==> src/rtl/next_pc_unit_pkg.sv <==
// Shared pipeline definitions for the fetch-address logic: default PC width,
// sequential increment and the next-PC FSM encoding.
package next_pc_unit_pkg;

  // Default program-counter width; modules expose it as their NB_PC parameter.
  localparam int NB_PC_DEFAULT = 32;
  localparam int PC_INC        = 4;

  typedef enum logic [1:0] {
    ST_RUN    = 2'b00,
    ST_HALTED = 2'b01,
    ST_ERROR  = 2'b10
  } pc_state_e;

endpackage

==> src/rtl/next_pc_unit_pc_target_mux.sv <==
// Priority selection of the next fetch target (branch > jr > jump > sequential)
// plus redirect and misalignment flags. Purely combinational.
module pc_target_mux
  import next_pc_unit_pkg::*;
#(
  parameter int NB_PC = NB_PC_DEFAULT
) (
  input  logic             i_branch_taken,
  input  logic [NB_PC-1:0] i_branch_addr,
  input  logic             i_jr,
  input  logic [NB_PC-1:0] i_jr_addr,
  input  logic             i_jump,
  input  logic [NB_PC-1:0] i_jump_addr,
  input  logic [NB_PC-1:0] i_pc_plus_4,
  output logic [NB_PC-1:0] o_target,
  output logic             o_redirect,
  output logic             o_misaligned
);

  always_comb begin
    o_target = i_pc_plus_4;
    if (i_branch_taken) begin
      o_target = i_branch_addr;
    end else if (i_jr) begin
      o_target = i_jr_addr;
    end else if (i_jump) begin
      o_target = i_jump_addr;
    end
  end

  assign o_redirect = i_branch_taken | i_jr | i_jump;

  // Only a redirect target can be misaligned; the sequential path stays aligned.
  assign o_misaligned = o_redirect & (o_target[1:0] != 2'b00);

endmodule

==> src/rtl/next_pc_unit.sv <==
// Program-counter register and RUN/HALTED/ERROR control FSM; target selection
// lives in pc_target_mux.
module next_pc_unit
  import next_pc_unit_pkg::*;
#(
  parameter int               NB_PC    = NB_PC_DEFAULT,
  parameter logic [NB_PC-1:0] RESET_PC = '0
) (
  input  logic             i_clock,
  input  logic             i_reset,
  input  logic             i_enable,
  input  logic             i_stall,
  input  logic             i_branch_taken,
  input  logic [NB_PC-1:0] i_branch_addr,
  input  logic             i_jr,
  input  logic [NB_PC-1:0] i_jr_addr,
  input  logic             i_jump,
  input  logic [NB_PC-1:0] i_jump_addr,
  input  logic             i_halt,
  output logic [NB_PC-1:0] o_pc,
  output logic [NB_PC-1:0] o_pc_plus_4,
  output logic             o_flush,
  output logic             o_halted,
  output logic             o_error
);

  pc_state_e        state_reg, state_next;
  logic [NB_PC-1:0] pc_reg, pc_next;
  logic             flush_reg, flush_next;

  logic [NB_PC-1:0] target;
  logic             redirect;
  logic             misaligned;

  assign o_pc_plus_4 = pc_reg + NB_PC'(PC_INC);

  pc_target_mux #(
    .NB_PC (NB_PC)
  ) u_pc_target_mux (
    .i_branch_taken (i_branch_taken),
    .i_branch_addr  (i_branch_addr),
    .i_jr           (i_jr),
    .i_jr_addr      (i_jr_addr),
    .i_jump         (i_jump),
    .i_jump_addr    (i_jump_addr),
    .i_pc_plus_4    (o_pc_plus_4),
    .o_target       (target),
    .o_redirect     (redirect),
    .o_misaligned   (misaligned)
  );

  // Disabled cycles freeze everything, including a pending flush pulse.
  always_ff @(posedge i_clock) begin
    if (i_reset) begin
      state_reg <= ST_RUN;
      pc_reg    <= RESET_PC;
      flush_reg <= 1'b0;
    end else if (i_enable) begin
      state_reg <= state_next;
      pc_reg    <= pc_next;
      flush_reg <= flush_next;
    end
  end

  always_comb begin
    state_next = state_reg;
    pc_next    = pc_reg;
    flush_next = 1'b0;
    case (state_reg)
      ST_RUN: begin
        // A redirect overrides both stall and halt.
        if (redirect) begin
          if (misaligned) begin
            state_next = ST_ERROR;
          end else begin
            pc_next    = target;
            flush_next = 1'b1;
          end
        end else if (i_halt) begin
          state_next = ST_HALTED;
        end else if (!i_stall) begin
          pc_next = o_pc_plus_4;
        end
      end
      default: begin
      end
    endcase
  end

  assign o_pc     = pc_reg;
  assign o_flush  = flush_reg;
  assign o_halted = (state_reg == ST_HALTED);
  assign o_error  = (state_reg == ST_ERROR);

endmodule

==> config.mk <==
export PLATFORM = sky130hd
export DESIGN_NAME = next_pc_unit
export DESIGN_NICKNAME = d
export VERILOG_FILES = /design/src/rtl/next_pc_unit_pkg.sv /design/src/rtl/next_pc_unit_pc_target_mux.sv /design/src/rtl/next_pc_unit.sv
export SDC_FILE = /design/constraint.sdc
export NUM_CORES = 1
export LEC_CHECK = 0
export ABC_AREA = 0
export CORE_ASPECT_RATIO = 0.9
export CORE_UTILIZATION = 25
export CTS_CLUSTER_SIZE = 24
export DETAILED_ROUTE_END_ITERATION = 6
export GPL_TIMING_DRIVEN = 0
export PLACE_DENSITY = 0.51
export SETUP_SLACK_MARGIN = 0.1
export SLEW_MARGIN = 10
export SYNTH_ARGS = -nofsm -noshare
export SYNTH_HDL_FRONTEND = slang
export SYNTH_HIERARCHICAL = 1
export SYNTH_SLANG_ARGS = --single-unit
==> constraint.sdc <==
create_clock -name i_clock -period 9.2 [get_ports i_clock]
set_input_delay 2.76 -clock i_clock [delete_from_list [all_inputs] [get_ports i_clock]]
set_output_delay 2.76 -clock i_clock [all_outputs]
set_load 0.02 [all_outputs]
# ---- Word level (Yosys, flattened, before mapping)
# Cells that the tools add are included.
dict set report classes {
  addsub 1
  eq_ne 6
  mux 13
  n_bitwise 3
  reduce_logical 5
}
# cell n
set ops {}
lappend ops {{$mux 32} 7}
lappend ops {{$add 32x3->32 const B} 1}
lappend ops {{$mux 2} 3}
lappend ops {{$reduce_and 5->1} 1}
lappend ops {{$ne 2x1->1 const B} 2}
lappend ops {{$ne 2x2->1 const B} 2}
lappend ops {{$reduce_and 4->1} 1}
lappend ops {{$reduce_bool 2->1} 2}
lappend ops {{$mux 1} 3}
lappend ops {{$eq 2x1->1 const B} 1}
lappend ops {{$eq 2x2->1 const B} 1}
lappend ops {{$logic_not 2->1} 1}
lappend ops {{$or 1x1->1} 2}
lappend ops {{$and 1x1->1} 1}
dict set report totals {
  register_bits 35
  inputBits 104
  out_inout_bits 67
}

# ---- Logic depth before layout (Yosys ltp)
# Gate-level depths: netlist of run 1.
dict set report depth {
  depth_word 9
  mapped_depth 12
  depth_no_buf 11
}

# ---- Modules after synthesis
# Netlist of run 1, hierarchy kept.
# module instances cells_per_inst area_per_inst_um2
set modules_own_cells {}
lappend modules_own_cells {next_pc_unit 1 309 2382.3}
lappend modules_own_cells {pc_target_mux 1 149 1144.8}

# ---- Least setup slack after synthesis of run 1
# No wires, ideal clock.
dict set report synth_timing {
  path_kind {register to output}
  start {register pc_reg[2] (netlist: o_pc[2])}
  end {output o_pc_plus_4[28]}
  arrival_ns 2.323
  required_ns 6.440
  slack_ns 4.117
  stages_incl_launch_ff 7
  cell_sequence {dfxtp_1 -> ha_1 -> nand3_1 -> or2_2 -> clkbuf_1 -> nor4_1 -> xor2_1}
}
dict set report synth_via {
  elab_chain_len 1
}
# item line
set synth_rtl {}
lappend synth_rtl {{from (decl)} next_pc_unit.sv:28} ;# logic [NB_PC-1:0] pc_reg, pc_next;
lappend synth_rtl {{from (signal assigned)} next_pc_unit.sv:60} ;# pc_reg <= pc_next;
lappend synth_rtl {{$add 32x3->32} next_pc_unit.sv:35} ;# assign o_pc_plus_4 = pc_reg + NB_PC'(PC_INC);
lappend synth_rtl {{to (decl)} next_pc_unit.sv:21} ;# output logic [NB_PC-1:0] o_pc_plus_4,
# No other way between the ends.

# ---- Worst setup path in the final report of run 1
dict set report layout_timing {
  start {register pc_reg[2] (netlist: o_pc[2])}
  end {output o_pc_plus_4[30]}
}
# The elaborated chain is that of the path after synthesis.

==> results of run 1 <==
-- worst paths after layout --
check	endpoint	slack, ns	depth (start not counted)
worst min register to register	o_flush	0.49	2
worst max-delay path	o_pc_plus_4[30]	2.96	7
worst min-delay path	o_flush	0.49	2
worst max register to register	o_pc[22]	5.75	12
-- stage by stage --
stage | instance area [um^2] | hold WS [ns] | utilization (%) | setup WS [ns]
detailed placement | 5435 | 0.4742 | 40.07 | 3.082
CTS | 5573 | 0.4925 | 41.09 | 2.984
floorplan | 3527 | 0.4880 | - | 4.117
finish | 5573 | 0.4903 | 41.09 | 2.965
global placement | 5435 | 0.4759 | 40.07 | 3.072
global route | 5573 | 0.5219 | 41.09 | 2.808
-- placed cells by master (no fill, tap or decap), types with 10 or more instances in the layout --
| cell | count |
|---|---|
| o21ai_0 | 14 |
| nor4_1 | 12 |
| nor3_1 | 11 |
| a21oi_1 | 13 |
| nor2_1 | 31 |
| nand4_1 | 10 |
| clkdlybuf4s50_1 | 167 |
| o21ai_1 | 30 |
| mux2_2 | 28 |
| dfxtp_1 | 35 |
| xor2_1 | 16 |
| a22oi_1 | 15 |
| clkbuf_1 | 15 |
| mux2i_1 | 37 |
| xnor2_1 | 11 |
| nand2_1 | 63 |
-- kinds of logic (layout without fill, tap and decap cells) --
group / after synthesis / after routing
multiplexers: 69 / 69
AND/OR/NAND/NOR: 168 / 168
XOR/XNOR: 27 / 27
AO/OA/AOI/OAI: 113 / 113
flip-flops: 35 / 35
adder cells (fa/ha/maj): 1 / 1
buffers and inverters: 45 / 220
-- tightest hold or removal path: cells and delay by family (launching register included) --
kind,cells,cell delay [ns]
flip-flops,1,0.31
AND/OR/NAND/NOR,1,0.06
AO/OA/AOI/OAI,1,0.06
-- per-layer routing --
layer  GRT usage [%]  part of all wire (%)  vias to the layer above
li1                -                     -                     2041
met1           28.00                    47                     1944
met2           32.82                    44                      194
met3           4.486                   8.3                       10
met4           3.016                  0.71                        0
met5               0                     0                        -
-- report_power, final --
part | switching (mW) | internal (mW) | total (mW)
clock | 0.0656 | 0.100 | 0.166
sequential | 0.0130 | 0.160 | 0.173
combinational | 0.0998 | 0.115 | 0.215
total | 0.178 | 0.375 | 0.554
-- final cells by class --
class,instances,area share [%]
timing repair buffer,167,30.00
multi-input combinational,378,45.49
buffer,40,4.894
clock buffer,7,2.380
sequential,35,12.57
inverter,5,0.3368
tap,189,4.243
clock inverter,1,0.08981
==> flow_summary_export.csv, run 1 <==
group,metric,value,unit
logic_synthesis,synth_compound_area_share,20.40,%
routing,drt_iter0_drc,241,
clock_network,ctsHtreeMaxLevel,2,
timing,final-setup-viol-count,0,
power_and_ir_drop,power_density,99.33,nW/um^2
logic_synthesis,synth_async_sr_flop_share,0,%
logic_synthesis,synthFlopType,"dfxtp_1",
timing,tightest_slew,0.6777,ns
clock_network,path_clk_slew,0.06,ns
die,start_util,26.01,%
logic_synthesis,synthDistinctLibCells,57,
place,numPortBuffers,167,
clock_network,numCtsBuffers,5,
run,cap_viol_max_count,0,
layout,layout-drive-gt1-share,11.69,%
layout,antennaDiodeCount,0,
layout,multi_input_area,2535,um^2
routing,drt-vias-per-instance,5.096,
clock_network,hold_buffers,0,
logic_synthesis,synth_fp_nets,563,
routing,drc,0,
timing,fin_setup_tns,0,ns
logic_synthesis,synthAdderAreaFrac,0.3547,%
power_and_ir_drop,worst_ir_drop_vdd,0.06929,mV
timing,period_share,67.77,%
logic_synthesis,yosysTopAreaCell,"dfxtp_1",
logic_synthesis,yosysWarnings,6,
global_routing,grt_pass1_wl,22.92,mm
critical_path,endpoint_kind,"output pin",
clock_network,cts_setup_buffers,0,
critical_path,cp-startpoint,"o_pc[2]",
logic_synthesis,ys_seq_elements,35,
die,die-height,114.7,um
routing,post_drt_wl_per_cell,18.14,um
clock_network,post_cts_resized,0,
timing,rsz0062_at_grt,"false",
critical_path,crit_type,"reg2out",
place,dp_hpwl,11.88,mm
routing,dr.pass1.iters,5,
logic_synthesis,syn_inst,458,
logic_synthesis,synthSimpleGateAreaFrac,23.27,%
logic_synthesis,synth.most_common_cell,"nand2_1",
logic_synthesis,seq_area_frac_synth,19.87,%
die,dieArea,14590,um^2
critical_path,critPathBufInv,2,
layout,largest_reg_flops,32,
place,dp_cells,814,
critical_path,cpPeakStageDelay,0.64,ns
global_routing,antenna_found_initial,0,
layout,fill_cells,1401,
critical_path,crit-reg2reg-launch,"o_pc[2]",
logic_synthesis,synth_mux_area_share,21.14,%
logic_synthesis,synth_area_leaders,"dfxtp_1 20%, mux2i_1 11%, mux2_2 8.9%, nand2_1 6.7%, o21ai_1 4.3%",
critical_path,worstPathRequired,6.44,ns
logic_synthesis,syn_area,3527,um^2
global_routing,grt_max_degree,11,
logic_synthesis,yosysTopAreaCellShare,19.87,%
logic_synthesis,synth_top_family_by_area,"simple AND/OR/NAND/NOR gates",
timing,timing.final.max_slew_violations,0,
power_and_ir_drop,p_total,553.6,uW
routing,dr_total_vias,4189,
timing,fmax,160.4,MHz
logic_synthesis,synthTopCellsByCount,"63 x nand2_1, 37 x mux2i_1, 35 x dfxtp_1",
logic_synthesis,avgSynthCellArea,7.701,um^2
critical_path,crit_path_start_kind,"flop",
layout,ff_latch_area,700.7,um^2
timing,skew,0.005609,ns
logic_synthesis,synth-edff-count,0,
routing,ant_nets,0,
power_and_ir_drop,total_leakage_power,2.063,nW
die,num_rows,40,
die,core_region_area,13560,um^2
clock_network,cts_tree,"done",
hold_path,hold_start,"o_flush",
timing,hold_viol,0,
outcome,status,"completed",
critical_path,worstPathArrival,3.48,ns
critical_path,cp_top_family,"simple AND/OR/NAND/NOR gates",
die,die_x,127.2,um
clock_network,cts-root-buf,"clkbuf_16",
routing,wl,14.91,mm
hold_path,hp-class,"reg2reg",
clock_network,clock-sinks,35,
layout,instances_no_fill,822,
timing,slew_headroom,54.40,%
global_routing,grt_use_total,20.29,%
critical_path,worst-path-max-fanout,10,
global_routing,grt_pass1_vias,4080,
critical_path,cp_slowest_cell,"clkdlybuf4s50_1",
global_routing,grt_overflow,0,
layout,num-nets-final,737,
place,gp_congestion,0.8601,
layout,area_delta_synth_final,58.00,%
clock_network,clkLatencyLatePin,0.28,ns
timing,min_period,6.235,ns
die,io-pin-count,171,
critical_path,crit_chain,"ha_1, nand3_1, or2_2, clkbuf_1, nor4_1, xor2_1, clkdlybuf4s50_1",
clock_network,cts_buffer_depth,2,
logic_synthesis,synth_xor_area_share,6.705,%
(Power assumes the default switching activity.)
==> run 2, diff against run 1 <==
==> constraint.sdc (replaced) <==
create_clock -name i_clock -period 6.48 [get_ports i_clock]
set_input_delay 1.944 -clock i_clock [delete_from_list [all_inputs] [get_ports i_clock]]
set_output_delay 1.944 -clock i_clock [all_outputs]
set_load 0.02 [all_outputs]
==> results of run 2 <==
The final DEF is identical to that of run 1. Status: completed.
Among the figures that moved: setup slack after placement 3.082 ns -> 1.178 ns; setup slack after layout 2.965 ns -> 1.061 ns; register-to-register setup slack 5.75 ns -> 3.03 ns; total power 0.5536 mW -> 0.7859 mW; worst IR drop on VDD 0.06929 mV -> 0.09837 mV
==> run 3, diff against run 2 <==
--- a/config.mk
+++ b/config.mk
@@ -11,7 +11,7 @@
 export CTS_CLUSTER_SIZE = 24
 export DETAILED_ROUTE_END_ITERATION = 6
 export GPL_TIMING_DRIVEN = 0
-export PLACE_DENSITY = 0.51
+export PLACE_DENSITY = 0.53
 export SETUP_SLACK_MARGIN = 0.1
 export SLEW_MARGIN = 10
 export SYNTH_ARGS = -nofsm -noshare
==> constraint.sdc (replaced) <==
create_clock -name i_clock -period 4.6 [get_ports i_clock]
set_input_delay 1.38 -clock i_clock [delete_from_list [all_inputs] [get_ports i_clock]]
set_output_delay 1.38 -clock i_clock [all_outputs]
set_load 0.02 [all_outputs]
==> flow_summary_export.csv, run 3 (synthesis gave the netlist of run 1 again) <==
group,metric,value,unit
critical_path,reg2reg_depth,12,
place,place_ws,-0.09727,ns
place,place_area,5435,um^2
layout,ff_latch_area,703.2,um^2
global_routing,antenna_found_initial,0,
power_and_ir_drop,p_sw,359.0,uW
critical_path,critPathBufInv,2,
power_and_ir_drop,p_seq_share,30.4,%
layout,fill_cells,1381,
clock_network,clkLatencyLatePin,0.28,ns
critical_path,reg2reg_slack,1.53,ns
timing,rsz0062_at_grt,"true",
layout,design_area,5677,um^2
die,io-pin-count,171,
global_routing,grt_max_degree,11,
layout,multi_input_area,2581,um^2
timing,min_period,4.409,ns
timing,final-setup-viol-count,0,
outcome,status,"completed",
critical_path,crit-reg2reg-launch,"o_pc[2]",
routing,wl,14.60,mm
die,core_region_area,13560,um^2
timing,whs,0.4941,ns
timing,fmax,226.8,MHz
critical_path,endpoint_kind,"output pin",
critical_path,worstPathRequired,3.22,ns
clock_network,ctsHtreeMaxLevel,2,
die,die_x,127.2,um
power_and_ir_drop,power_density,200.8,nW/um^2
critical_path,worstPathArrival,3.03,ns
timing,skew,0.004591,ns
place,numPortBuffers,167,
critical_path,cpPeakStageDelay,0.65,ns
routing,dr.pass1.iters,5,
layout,num-nets-final,741,
critical_path,crit_path_start_kind,"flop",
critical_path,cp_slowest_cell,"clkdlybuf4s50_1",
critical_path,crit_type,"reg2out",
layout,fin_util,41.85,%
layout,antennaDiodeCount,0,
die,die-height,114.7,um
clock_network,path_clk_slew,0.06,ns
layout,largest_reg_flops,32,
power_and_ir_drop,pwr-share-clk,32.0,%
global_routing,grt_pass1_vias,4048,
global_routing,grt_pass1_wl,22.52,mm
power_and_ir_drop,p_sw_share,31.49,%
routing,drc,0,
die,start_util,26.01,%
clock_network,cts-root-buf,"clkbuf_16",
routing,drt-vias-per-instance,5.053,
critical_path,cp_top_family,"buffers and inverters",
power_and_ir_drop,p_int,780.9,uW
critical_path,crit_chain,"ha_2, nand3_1, or2_2, clkbuf_2, nor4_4, xor2_1, clkdlybuf4s50_1",
critical_path,worst-path-max-fanout,10,
global_routing,grt_use_total,19.89,%
die,num_rows,40,
timing,hold_viol,0,
routing,post_drt_wl_per_cell,17.68,um
hold_path,hold_start,"o_flush",
power_and_ir_drop,pwr-share-comb,37.6,%
global_routing,grt_overflow,0,
hold_path,hp-class,"reg2reg",
clock_network,cts_tree,"done",
layout,layout-drive-gt1-share,13.97,%
hold_path,min_to,"o_flush",
clock_network,cts_buffer_depth,2,
power_and_ir_drop,p_total,1.140,mW
layout,instances_no_fill,826,
routing,drt_iter0_drc,268,
layout,final_common_cell,"clkdlybuf4s50_1",
place,gp_congestion,0.8294,
place,dp_cells,814,
place,dp_hpwl,11.60,mm
timing,period_share,95.85,%
layout,layout_common_cells,"164 x clkdlybuf4s50_1, 63 x nand2_1, 37 x mux2i_1, 33 x dfxtp_1, 31 x o21ai_1",
timing,timing.final.max_slew_violations,0,
power_and_ir_drop,total_leakage_power,2.168,nW
hold_path,whs_path_depth,2,
critical_path,r2r_end,"o_pc[22]",
power_and_ir_drop,worst_ir_drop_vdd,0.1166,mV
routing,ant_nets,0,
run,cap_viol_max_count,0,
timing,tightest_slew,0.7262,ns
routing,dr_total_vias,4174,
timing,fin_setup_tns,0,ns
timing,slew_headroom,51.41,%
timing,finalWorstSetupSlack,0.1911,ns
layout,area_delta_synth_final,60.94,%
clock_network,numCtsBuffers,5,
die,dieArea,14590,um^2
clock_network,clock-sinks,35,
-- run 3: cell count changes in the layout (fill, tap and decap cells not counted), sizes merged --
cell / change
dlymetal6s2s: +2
clkdlybuf4s50: -3
clkinv: -1
clkbuf: +1
dlygate4sd2: +1
buf: +4
-- run 3: worst max-delay path by stage --
stage / slack (ns) / endpoint / start / cells past startpoint
after floorplan: 0.90 / o_pc_plus_4[28] / o_pc[2] / 6
after global placement: -0.09 / o_pc[25] / i_branch_taken / 11
after detailed placement: -0.1 / o_pc[25] / i_branch_taken / 11
after CTS: 0.13 / o_pc_plus_4[29] / o_pc[5] / 7
after global routing: 0.05 / o_pc[25] / i_branch_taken / 11
final: 0.19 / o_pc_plus_4[28] / o_pc[2] / 7
-- run 3: final cells by class --
cell class	instances	area share, %
Tap cell	189	4.166
Inverter	5	0.3306
Multi-Input combinational cell	378	45.47
Timing Repair Buffer	171	30.04
Sequential cell	35	12.39
Buffer	40	4.849
Clock buffer	8	2.755
-- run 3: routing by layer --
layer,global-route usage [%],part of all wire [%],vias to the layer above
met5,0,0,-
met1,28.10,49,1962
met2,32.27,44,161
li1,-,-,2041
met3,3.084,6.1,10
met4,3.175,0.82,0
-- run 3: power groups by stage --
stage,combinational [mW],clock [mW],sequential [mW]
finish,0.429,0.364,0.347
global placement,0.424,0,0.352
floorplan,0.204,0,0.365
global route,0.460,0.385,0.350
CTS,0.430,0.373,0.346
detailed placement,0.428,0,0.352
-- run 3: worst register-to-register path: stages (launching register included) --
cell      delay [ns]
dfxtp_2         0.46
ha_2            0.31
nand3_1         0.11
or2_2           0.36
clkbuf_2        0.29
nor3_2          0.31
xnor2_1         0.15
mux2i_1         0.15
o21ai_1         0.07
mux2_2          0.28
a22o_1          0.21
a32oi_1         0.15
o41ai_1         0.11
-- run 3: what timing repair did --
item | 4_1_cts | 5_1_grt
setup buffers | 0 | 4
pin swaps | 0 | 2
resized for setup | 9 | 8
hold buffers | 0 | 0
endpoints found under the setup margin | 6 | 26
